File: src/rtl/cpu_types_pkg.sv
// Shared CPU-side types used by the memory responder and its neighbours.
//   word_t      : 32-bit data/address word
//   ramstate_t  : status reported by the RAM each cycle
package cpu_types_pkg;

   typedef logic [31:0] word_t;

   typedef enum logic [1:0] {
      FREE   = 2'd0,
      BUSY   = 2'd1,
      ACCESS = 2'd2,
      ERROR  = 2'd3
   } ramstate_t;

endpackage

File: src/rtl/mem_responder_if.sv
// Bus bundle between the caches, the memory responder and the RAM.
//   icache side : iREN, iaddr -> responder ; iwait, iload <- responder
//   dcache side : dREN, dWEN, daddr, dstore -> responder ; dwait, dload <- responder
//   RAM side    : ramREN, ramWEN, ramaddr, ramstore <- responder ; ramload, ramstate -> responder
// slave  : the responder's view.
// master : the environment's view (caches plus RAM).
interface mem_responder_if;
   import cpu_types_pkg::*;

   logic      iREN;
   word_t     iaddr;
   logic      iwait;
   word_t     iload;

   logic      dREN;
   logic      dWEN;
   word_t     daddr;
   word_t     dstore;
   logic      dwait;
   word_t     dload;

   logic      ramREN;
   logic      ramWEN;
   word_t     ramaddr;
   word_t     ramstore;
   word_t     ramload;
   ramstate_t ramstate;

   modport slave (
      input  iREN, iaddr, dREN, dWEN, daddr, dstore, ramload, ramstate,
      output iwait, iload, dwait, dload, ramREN, ramWEN, ramaddr, ramstore
   );

   modport master (
      output iREN, iaddr, dREN, dWEN, daddr, dstore, ramload, ramstate,
      input  iwait, iload, dwait, dload, ramREN, ramWEN, ramaddr, ramstore
   );

endinterface

File: src/rtl/mem_responder.sv
// Memory responder: arbitrates instruction and data requests onto a single
// RAM port, retries RAM errors up to RETRY_MAX times, and returns one
// wait=0 cycle per completed transaction.
//   CLK  : clock, rising edge
//   nRST : asynchronous reset, active high
//   bus  : cache and RAM signals (mem_responder_if.slave)
//
// state  | meaning
// -------+-------------------------------------------------------------
// IDLE   | no owner; RAM enables low; grant decided this cycle
// IFETCH | serving icache read, ramREN high
// DREAD  | serving dcache read, ramREN high
// DWRITE | serving dcache write, ramWEN high
// RETRY  | one dead cycle after a RAM ERROR, then back to the op in op_q
module mem_responder
   import cpu_types_pkg::*;
#(
   parameter int unsigned RETRY_MAX = 4
) (
   input  logic           CLK,
   input  logic           nRST,
   mem_responder_if.slave bus
);

   typedef enum logic [2:0] {
      IDLE   = 3'd0,
      IFETCH = 3'd1,
      DREAD  = 3'd2,
      DWRITE = 3'd3,
      RETRY  = 3'd4
   } state_t;

   localparam word_t ERR_WORD = 32'hBAD1BAD1;
   localparam int    CW       = (RETRY_MAX < 1) ? 1 : $clog2(RETRY_MAX + 1);
   localparam logic [CW-1:0] RETRY_LIM = CW'(RETRY_MAX);

   state_t        state_q, state_d;
   state_t        op_q, op_d;
   word_t         addr_q, addr_d;
   word_t         store_q, store_d;
   logic [CW-1:0] retry_q, retry_d;
   logic          last_data_q, last_data_d;

   state_t grant;
   logic   owner_req;
   logic   done;
   word_t  resp;
   logic   iwait_c, dwait_c;
   word_t  iload_c, dload_c;

   always_comb begin
      state_d     = state_q;
      op_d        = op_q;
      addr_d      = addr_q;
      store_d     = store_q;
      retry_d     = retry_q;
      last_data_d = last_data_q;
      grant       = IDLE;
      owner_req   = 1'b0;
      done        = 1'b0;
      resp        = '0;
      iwait_c     = 1'b1;
      dwait_c     = 1'b1;
      iload_c     = '0;
      dload_c     = '0;

      case (state_q)
         IDLE: begin
            // After a data completion a waiting ifetch jumps the queue so
            // the icache cannot be starved by back-to-back data traffic.
            if (last_data_q && bus.iREN)  grant = IFETCH;
            else if (bus.dWEN)            grant = DWRITE;
            else if (bus.dREN)            grant = DREAD;
            else if (bus.iREN)            grant = IFETCH;

            if (grant != IDLE) begin
               state_d = grant;
               op_d    = grant;
               retry_d = '0;
               addr_d  = (grant == IFETCH) ? bus.iaddr : bus.daddr;
               store_d = (grant == DWRITE) ? bus.dstore : '0;
            end
         end

         IFETCH, DREAD, DWRITE: begin
            if (state_q == IFETCH)     owner_req = bus.iREN;
            else if (state_q == DREAD) owner_req = bus.dREN;
            else                       owner_req = bus.dWEN;

            if (!owner_req) begin
               // Requester gave up: leave quietly, no wait pulse.
               state_d = IDLE;
            end else if (retry_q == RETRY_LIM) begin
               done = 1'b1;
               resp = ERR_WORD;
            end else if (bus.ramstate == ACCESS) begin
               done = 1'b1;
               resp = (state_q == DWRITE) ? word_t'('0) : bus.ramload;
            end else if (bus.ramstate == ERROR) begin
               state_d = RETRY;
               retry_d = retry_q + CW'(1);
            end

            if (done) begin
               state_d     = IDLE;
               last_data_d = (state_q != IFETCH);
               if (state_q == IFETCH) begin
                  iwait_c = 1'b0;
                  iload_c = resp;
               end else begin
                  dwait_c = 1'b0;
                  dload_c = resp;
               end
            end
         end

         RETRY:   state_d = op_q;

         default: state_d = IDLE;
      endcase
   end

   always_ff @(posedge CLK or posedge nRST) begin
      if (nRST) begin
         state_q     <= IDLE;
         op_q        <= IDLE;
         addr_q      <= '0;
         store_q     <= '0;
         retry_q     <= '0;
         last_data_q <= 1'b0;
      end else begin
         state_q     <= state_d;
         op_q        <= op_d;
         addr_q      <= addr_d;
         store_q     <= store_d;
         retry_q     <= retry_d;
         last_data_q <= last_data_d;
      end
   end

   // Enables decode straight from the state register, so an async reset
   // drops them at once.
   assign bus.ramREN   = (state_q == IFETCH) || (state_q == DREAD);
   assign bus.ramWEN   = (state_q == DWRITE);
   assign bus.ramaddr  = addr_q;
   assign bus.ramstore = store_q;

   assign bus.iwait = iwait_c;
   assign bus.dwait = dwait_c;
   assign bus.iload = iload_c;
   assign bus.dload = dload_c;

endmodule

File: src/flat_wrapper.sv
// flat-port wrapper written by rule: the top's interface ports become plain ports
module mem_responder_flat import cpu_types_pkg::*;
#(
   parameter int unsigned RETRY_MAX = 4
)
  (CLK, nRST, bus_iREN, bus_iaddr, bus_dREN, bus_dWEN, bus_daddr, bus_dstore, bus_ramload, bus_ramstate, bus_iwait, bus_iload, bus_dwait, bus_dload, bus_ramREN, bus_ramWEN, bus_ramaddr, bus_ramstore);
  mem_responder_if bus_i ();
  input  logic CLK;
  input  logic nRST;
  input wire logic [$bits(bus_i.iREN)-1:0] bus_iREN;
  input wire logic [$bits(bus_i.iaddr)-1:0] bus_iaddr;
  input wire logic [$bits(bus_i.dREN)-1:0] bus_dREN;
  input wire logic [$bits(bus_i.dWEN)-1:0] bus_dWEN;
  input wire logic [$bits(bus_i.daddr)-1:0] bus_daddr;
  input wire logic [$bits(bus_i.dstore)-1:0] bus_dstore;
  input wire logic [$bits(bus_i.ramload)-1:0] bus_ramload;
  input wire logic [$bits(bus_i.ramstate)-1:0] bus_ramstate;
  output wire logic [$bits(bus_i.iwait)-1:0] bus_iwait;
  output wire logic [$bits(bus_i.iload)-1:0] bus_iload;
  output wire logic [$bits(bus_i.dwait)-1:0] bus_dwait;
  output wire logic [$bits(bus_i.dload)-1:0] bus_dload;
  output wire logic [$bits(bus_i.ramREN)-1:0] bus_ramREN;
  output wire logic [$bits(bus_i.ramWEN)-1:0] bus_ramWEN;
  output wire logic [$bits(bus_i.ramaddr)-1:0] bus_ramaddr;
  output wire logic [$bits(bus_i.ramstore)-1:0] bus_ramstore;
  assign bus_i.iREN = bus_iREN;
  assign bus_i.iaddr = bus_iaddr;
  assign bus_i.dREN = bus_dREN;
  assign bus_i.dWEN = bus_dWEN;
  assign bus_i.daddr = bus_daddr;
  assign bus_i.dstore = bus_dstore;
  assign bus_i.ramload = bus_ramload;
  assign bus_i.ramstate = bus_ramstate;
  assign bus_iwait = bus_i.iwait;
  assign bus_iload = bus_i.iload;
  assign bus_dwait = bus_i.dwait;
  assign bus_dload = bus_i.dload;
  assign bus_ramREN = bus_i.ramREN;
  assign bus_ramWEN = bus_i.ramWEN;
  assign bus_ramaddr = bus_i.ramaddr;
  assign bus_ramstore = bus_i.ramstore;
  mem_responder #(.RETRY_MAX(RETRY_MAX)) u_core (.CLK(CLK), .nRST(nRST), .bus(bus_i));
endmodule
File: config.mk
export PLATFORM = sky130hd
export DESIGN_NAME = mem_responder_flat
export DESIGN_NICKNAME = d
export VERILOG_FILES = /design/src/rtl/cpu_types_pkg.sv /design/src/rtl/mem_responder_if.sv /design/src/rtl/mem_responder.sv /design/src/flat_wrapper.sv
export SDC_FILE = /design/constraint.sdc
export NUM_CORES = 1
export LEC_CHECK = 0
export ABC_AREA = 1
export ABC_CLOCK_PERIOD_IN_PS = 2900
export BUFFER_PORTS_ARGS = -buffer_cell sky130_fd_sc_hd__buf_2
export CAP_MARGIN = 10
export CORE_AREA = 2 2 103 105
export DETAILED_ROUTE_END_ITERATION = 12
export DIE_AREA = 0 0 105 107
export PLACE_DENSITY_LB_ADDON = 0.2
export SETUP_SLACK_MARGIN = 0.1
export SYNTH_ARGS = -nofsm -noshare
export SYNTH_HDL_FRONTEND = slang
export SYNTH_SLANG_ARGS = --single-unit
export TNS_END_PERCENT = 10
File: constraint.sdc
create_clock -name CLK -period 2.9 [get_ports CLK]
set_input_delay 0.435 -clock CLK [delete_from_list [all_inputs] [get_ports CLK]]
set_output_delay 0.435 -clock CLK [all_outputs]
set_load 0.03 [all_outputs]
Word-level counts from Yosys, hierarchy flattened
Index checks and enable logic that the tools add are counted.
{ "classes": {"addsub": 1, "n_eq_ne": 18, "mux": 43, "reduce_logical": 10} }
{ "op_table": {"columns": ["op", "count"], "rows": [
  ["two-way mux 32 bit", 12],
  ["two-way mux 3 bit", 15],
  ["two-way mux 1 bit", 14],
  ["inequality test 4 bit (second input constant)", 3],
  ["== test 3 x 2 -> 1 bit (second input constant)", 3],
  ["case mux 3 bit (3 select lines)", 1],
  ["== test 3 x 1 -> 1 bit (second input constant)", 2],
  ["== test 3 bit (second input constant)", 2],
  ["inequality test 2 x 1 -> 1 bit (second input constant)", 3],
  ["case mux 3 bit (2 select lines)", 1],
  ["AND reduction 6 bit", 1],
  ["== test 2 bit (second input constant)", 2],
  ["inequality test 2 bit (second input constant)", 2],
  ["AND reduction 2 bit", 2],
  ["AND reduction 4 bit", 1],
  ["adder 3 x 1 -> 3 bit (second input constant)", 1],
  ["logical NOT 3 bit", 1],
  ["inequality test 3 x 1 -> 1 bit (second input constant)", 1],
  ["nonzero test 3 bit", 1],
  ["OR reduction 3 bit", 1],
  ["nonzero test 2 bit", 1],
  ["logical AND 1 bit", 1],
  ["logical OR 1 bit", 1]
]} }
{ "word_totals": {"ff_bits": 74, "output_inout_bits": 132, "wordCells": 78} }

Depth between registers and ports, before layout
{ "depth": {"depth_word": 8, "ltp_mapped": 10, "depth_no_buf": 9} }

Least setup slack after synthesis
OpenSTA, ideal clock, no wires.
{ "synth_timing": {"path_type": "reg2out", "from": "register u_core.retry_q[0]", "to": "output bus_dload[13]", "arrival_ps": 1773, "t_required_ps": 2465, "slack_ps": 692, "path_stages_with_launch": 8, "n_path_buf": 1, "cell_sequence": "dfrtp_1 inv_1 ha_1 nand2_1 inv_2 buf_1 a21oi_1 nor2_1"} }
{ "synth_between": {"elab_chain_cells": 6, "elab_cells_between_ends": 9, "cone_classes": "eq/ne (1); mux (8)"} }
{ "synth_lines": {"columns": ["element", "line", "rtl"], "rows": [
  ["start: declaration", "mem_responder.sv:41", "logic [CW-1:0] retry_q, retry_d;"],
  ["start signal: assignment", "mem_responder.sv:136", "retry_q <= retry_d;"],
  ["== test 3 bit *", "mem_responder.sv:93", "end else if (retry_q == RETRY_LIM) begin"],
  ["two-way mux 32 bit or two-way mux 1 bit (tied branches)", "mem_responder.sv:93", null],
  ["two-way mux 32 bit or two-way mux 1 bit (tied branches)", "mem_responder.sv:90", "if (!owner_req) begin"],
  ["two-way mux 32 bit or two-way mux 1 bit (tied branches)", "mem_responder.sv:107, mem_responder.sv:67", null],
  ["two-way mux 32 bit *", "mem_responder.sv:104", "if (done) begin"],
  ["two-way mux 32 bit *", "mem_responder.sv:67", "case (state_q)"],
  ["end: declaration", "flat_wrapper.sv:21", "output wire logic [$bits(bus_i.dload)-1:0] bus_dload;"]
]} }
Mark *: on every way between the ends. The rest lies on a longest branch, timed or not. The select of a mux whose other input is x is not followed.

Final worst setup path
{ "layout_timing": {"from": "register u_core.state_q[2]", "to": "output bus_dload[7]"} }
{ "layout_between": {"elab_chain_cells": 8, "elab_cells_between_ends": 16, "cone_classes": "eq/ne (3); mux (12); reduce/logical (1)"} }
{ "layout_lines": {"columns": ["element", "line", "rtl"], "rows": [
  ["start: declaration", "mem_responder.sv:37", "state_t state_q, state_d;"],
  ["start signal: assignment", "mem_responder.sv:132", "state_q <= state_d;"],
  ["== test 3 x 2 -> 1 bit, on equally long branches", "mem_responder.sv:67, mem_responder.sv:98, mem_responder.sv:87", null],
  ["two-way mux 32 bit or two-way mux 1 bit (tied branches)", "mem_responder.sv:98, mem_responder.sv:87", null],
  ["two-way mux 32 bit or two-way mux 1 bit (tied branches)", "mem_responder.sv:96, mem_responder.sv:86", null],
  ["two-way mux 32 bit or two-way mux 1 bit (tied branches)", "mem_responder.sv:93, mem_responder.sv:67", null],
  ["two-way mux 32 bit or two-way mux 1 bit (tied branches)", "mem_responder.sv:90", null],
  ["two-way mux 32 bit or two-way mux 1 bit (tied branches)", "mem_responder.sv:107, mem_responder.sv:67", null],
  ["two-way mux 32 bit", "mem_responder.sv:104", null],
  ["two-way mux 32 bit *", "mem_responder.sv:67", null]
]} }
Marks and branches as above.

==> results.sh <==
export IMPL_cts_made_buffers=9
export IMPL_die_y_um=107
export IMPL_critPathBufInv=2
export IMPL_switching_share_pct=50.12
export IMPL_synth_avg_cell_area_sq_um=7.502
export IMPL_io_buffers=266
export IMPL_routedWlPerCell_um=13.76
export IMPL_core_area_sq_um=10090
export IMPL_maxClockFrequency_ghz=0.3817
export IMPL_antenna_found_initial=0
export IMPL_fill_cells=979
export IMPL_die_w_um=105
export IMPL_nNetsFinal=909
export IMPL_worst_slew_pin_slew_ns=0.7984
export IMPL_htree_levels=3
export IMPL_internal_power_mw=2.806
export IMPL_crit_type="reg -> out"
export IMPL_worstPathMaxFanout=34
export IMPL_gp_congestion=0.8674
export IMPL_area_delta_synth_final_pct=40.65
export IMPL_p_seq_share_pct=30.2
export IMPL_path_common_cell="nand2_4"
export IMPL_crit_required_ns=2.47
export IMPL_yosys_area_top_type_share_pct=46.73
export IMPL_wl_um=12560
export IMPL_rsz0062_at_grt="true"
export IMPL_p_per_area_nw_per_um2=1023
export IMPL_drive_gt1_share_pct=41.18
export IMPL_drc=0
export IMPL_netlist_area_sq_um=3909
export IMPL_die_area_sq_um=11240
export IMPL_max_cap_violations=0
export IMPL_ys_seq_area_share_pct=46.73
export IMPL_p_leak_nw=3.162
export IMPL_hold_viol_final=0
export IMPL_synthesis_nets=658
export IMPL_diodes=0
export IMPL_grt_pass1_wl_um=20040
export IMPL_status="complete, no violations"
export IMPL_synth_area_top_cells="dfrtp_1, nand2_1, nor2_1"
export IMPL_grt_pass1_vias=4268
export IMPL_slew_violations=0
export IMPL_cts_tree="done"
export IMPL_io_pins=267
export IMPL_pwr_share_clk_pct=15.6
export IMPL_drt_iter0_markers=316
export IMPL_critPathCaptureType="primary output"
export IMPL_cts_sinks=73
export IMPL_ff2ff_setup_slack_ns=0.91
export IMPL_synth_enable_flop_cells=0
export IMPL_min_path_type="in -> async"
export IMPL_vias=4350
export IMPL_max_slew_margin_pct=46.70
export IMPL_p_comb_share_pct=54.2
export IMPL_grtUsageTotal_pct=21.99
export IMPL_worstPathCellList="inv_2 -> nand3_4 -> nand3_2 -> nand2_4 -> a21oi_4 -> nand2_4 -> nor2_1 -> buf_2"
export IMPL_hold_ws_ns=0.2336
export IMPL_synth_largest_area_cell="dfrtp_1"
export IMPL_multi_input_area_sq_um=1804
export IMPL_grt_max_degree=66
export IMPL_dp_hpwl_um=9176
export IMPL_cts_hold_buf=0
export IMPL_cpPeakStageDelay_ns=0.44
export IMPL_dr_pass1_iters=4
export IMPL_worst_path_dominant_cell_family="simple AND/OR/NAND/NOR gates"
export IMPL_synth_distinct_cells=27
export IMPL_path_clk_slew_ns=0.08
export IMPL_synthCells=521
export IMPL_crit_slowest_cell="dfrtp_1"
export IMPL_post_synth_top_count_cell="nand2_1"
export IMPL_synth_seq_cells=73
export IMPL_synthArstFlopShare_pct=100.0
export IMPL_rows=37
export IMPL_gr_total_overflow=0
export IMPL_synth_common_cells="nand2_1, nor2_1, dfrtp_1"
export IMPL_initial_utilization_pct=38.73
export IMPL_synth_ff_type="dfrtp_1"
export IMPL_fin_skew_ns=0.008519
export IMPL_tns_ns=0
export IMPL_cp_data_arrival_time_ns=2.18
export IMPL_min_period_ns=2.620
export IMPL_cts_path_max_buffers=2
export IMPL_setup_viol=0
export IMPL_peakVddDrop_mv=0.6014
export IMPL_ant_nets=0
export IMPL_regArea_sq_um=1827
export IMPL_p_switching_mw=2.820
export IMPL_finalCritPeriodShare_pct=90.33
export IMPL_cts_root_buffer="clkbuf_8"
export IMPL_worstSkewPairLatency_ns=0.34
export IMPL_yosysWarnings=0
export IMPL_start_kind="flop"
export IMPL_vias_per_cell=4.765
-- worst register-to-register path: cells and delay by family (launching register included) --
kind                   cells  cell delay (ns)
AND/OR/NAND/NOR            3             0.43
AO/OA/AOI/OAI              2             0.39
buffers and inverters      3             0.64
flip-flops                 1             0.46
-- power groups by stage --
stage                     clock (mW)  sequential, mW  combinational, mW
after floorplan                    0            2.42               1.52
after global placement             0            1.69               2.99
after detailed placement           0            1.70               3.05
after CTS                      0.909            1.70               3.05
after global routing           0.945            1.75               3.36
final                          0.880            1.70               3.05
-- layout by cell type, fill, tap and decap left out, types with 2 or more instances in the layout --
cell       count
nand3_1       47
bufinv_16      2
nor2_1       101
buf_12         2
a21oi_1       19
inv_1         12
ha_1           2
clkbuf_8      10
dfrtp_1       73
nor3_1         2
buf_4          3
inv_2         10
o21ai_0       26
nand2_1      127
nand4_1        3
buf_2        266
nand2_4        4
nor2_4         2
nand2_2        2
nor2_2        11
nand3_2        2
clkinv_2       2
o21ai_1       42
-- sequential cells by signal (all words and copies together), names as in the netlist --
register and cells:
u_core.bus.ramaddr 32, u_core.bus.ramstore 32, u_core.last_data_q 1, u_core.op_q 2
u_core.retry_q 3, u_core.state_q 3
-- per-stage QoR --
stage | std cells | cell area [sq um] | setup slack, ns | util [%] | power, mW
after floorplan | 521 | 3909 | 0.6117 | - | 3.937
after global placement | 896 | 5269 | 0.5333 | 52.21 | 4.685
after detailed placement | 896 | 5269 | 0.4856 | 52.21 | 4.747
after CTS | 912 | 5492 | 0.2366 | 54.41 | 5.651
after global routing | 913 | 5498 | 0.09903 | 54.48 | 6.055
final | 913 | 5498 | 0.2804 | 54.48 | 5.626
-- timing repair --
action,CTS,global route
gates resized for setup,1,0
setup buffers,0,0
cloned,0,1
pin swaps,0,1
endpoints found under the setup margin,2,2
-- final cells by class --
class / count / area share [%]
Clock buffer: 11 / 2.572
Clock inverter: 5 / 1.434
Inverter: 22 / 1.502
Multi-Input combinational cell: 395 / 32.82
Sequential cell: 73 / 33.23
Tap cell: 136 / 3.095
Timing Repair Buffer: 271 / 25.35
-- logic make-up (layout without fill, tap and decap cells) --
logic type | count (synthesis) | after routing | share of synthesized area, %
buffers and inverters | 54 | 309 | 7.394
XOR/XNOR | 1 | 1 | 0.2241
adder cells (fa/ha/maj) | 2 | 2 | 0.6401
AND/OR/NAND/NOR | 302 | 303 | 33.29
AO/OA/AOI/OAI | 89 | 89 | 11.72
flip-flops | 73 | 73 | 46.73
-- worst paths after layout --
| check | startpoint | end | cells after the start |
|---|---|---|---|
| max | u_core.state_q[2]$_DFFE_PP0P_ | bus_dload[7] | 8 |
| max reg2reg | u_core.state_q[0]$_DFFE_PP0P_ | u_core.bus.ramaddr[0]$_DFFE_PP0P_ | 8 |
| min | nRST | u_core.bus.ramaddr[24]$_DFFE_PP0P_ | 2 |
| max in group asynchronous | nRST | u_core.bus.ramaddr[15]$_DFFE_PP0P_ | 3 |
| min in group CLK | bus_dstore[24] | u_core.bus.ramstore[24]$_DFFE_PP0P_ | 3 |
| min reg2reg | u_core.bus.ramstore[8]$_DFFE_PP0P_ | u_core.bus.ramstore[8]$_DFFE_PP0P_ | 2 |
-- layer usage --
layer / vias up / track usage [%] / wire length [um]
li1: 2183 / - / -
met1: 1950 / 25.05 / 4967
met2: 191 / 38.87 / 6365
met3: 26 / 5.289 / 909
met4: 0 / 10.38 / 321
met5: - / 0 / 0
Power figures use the tool's default switching activity.
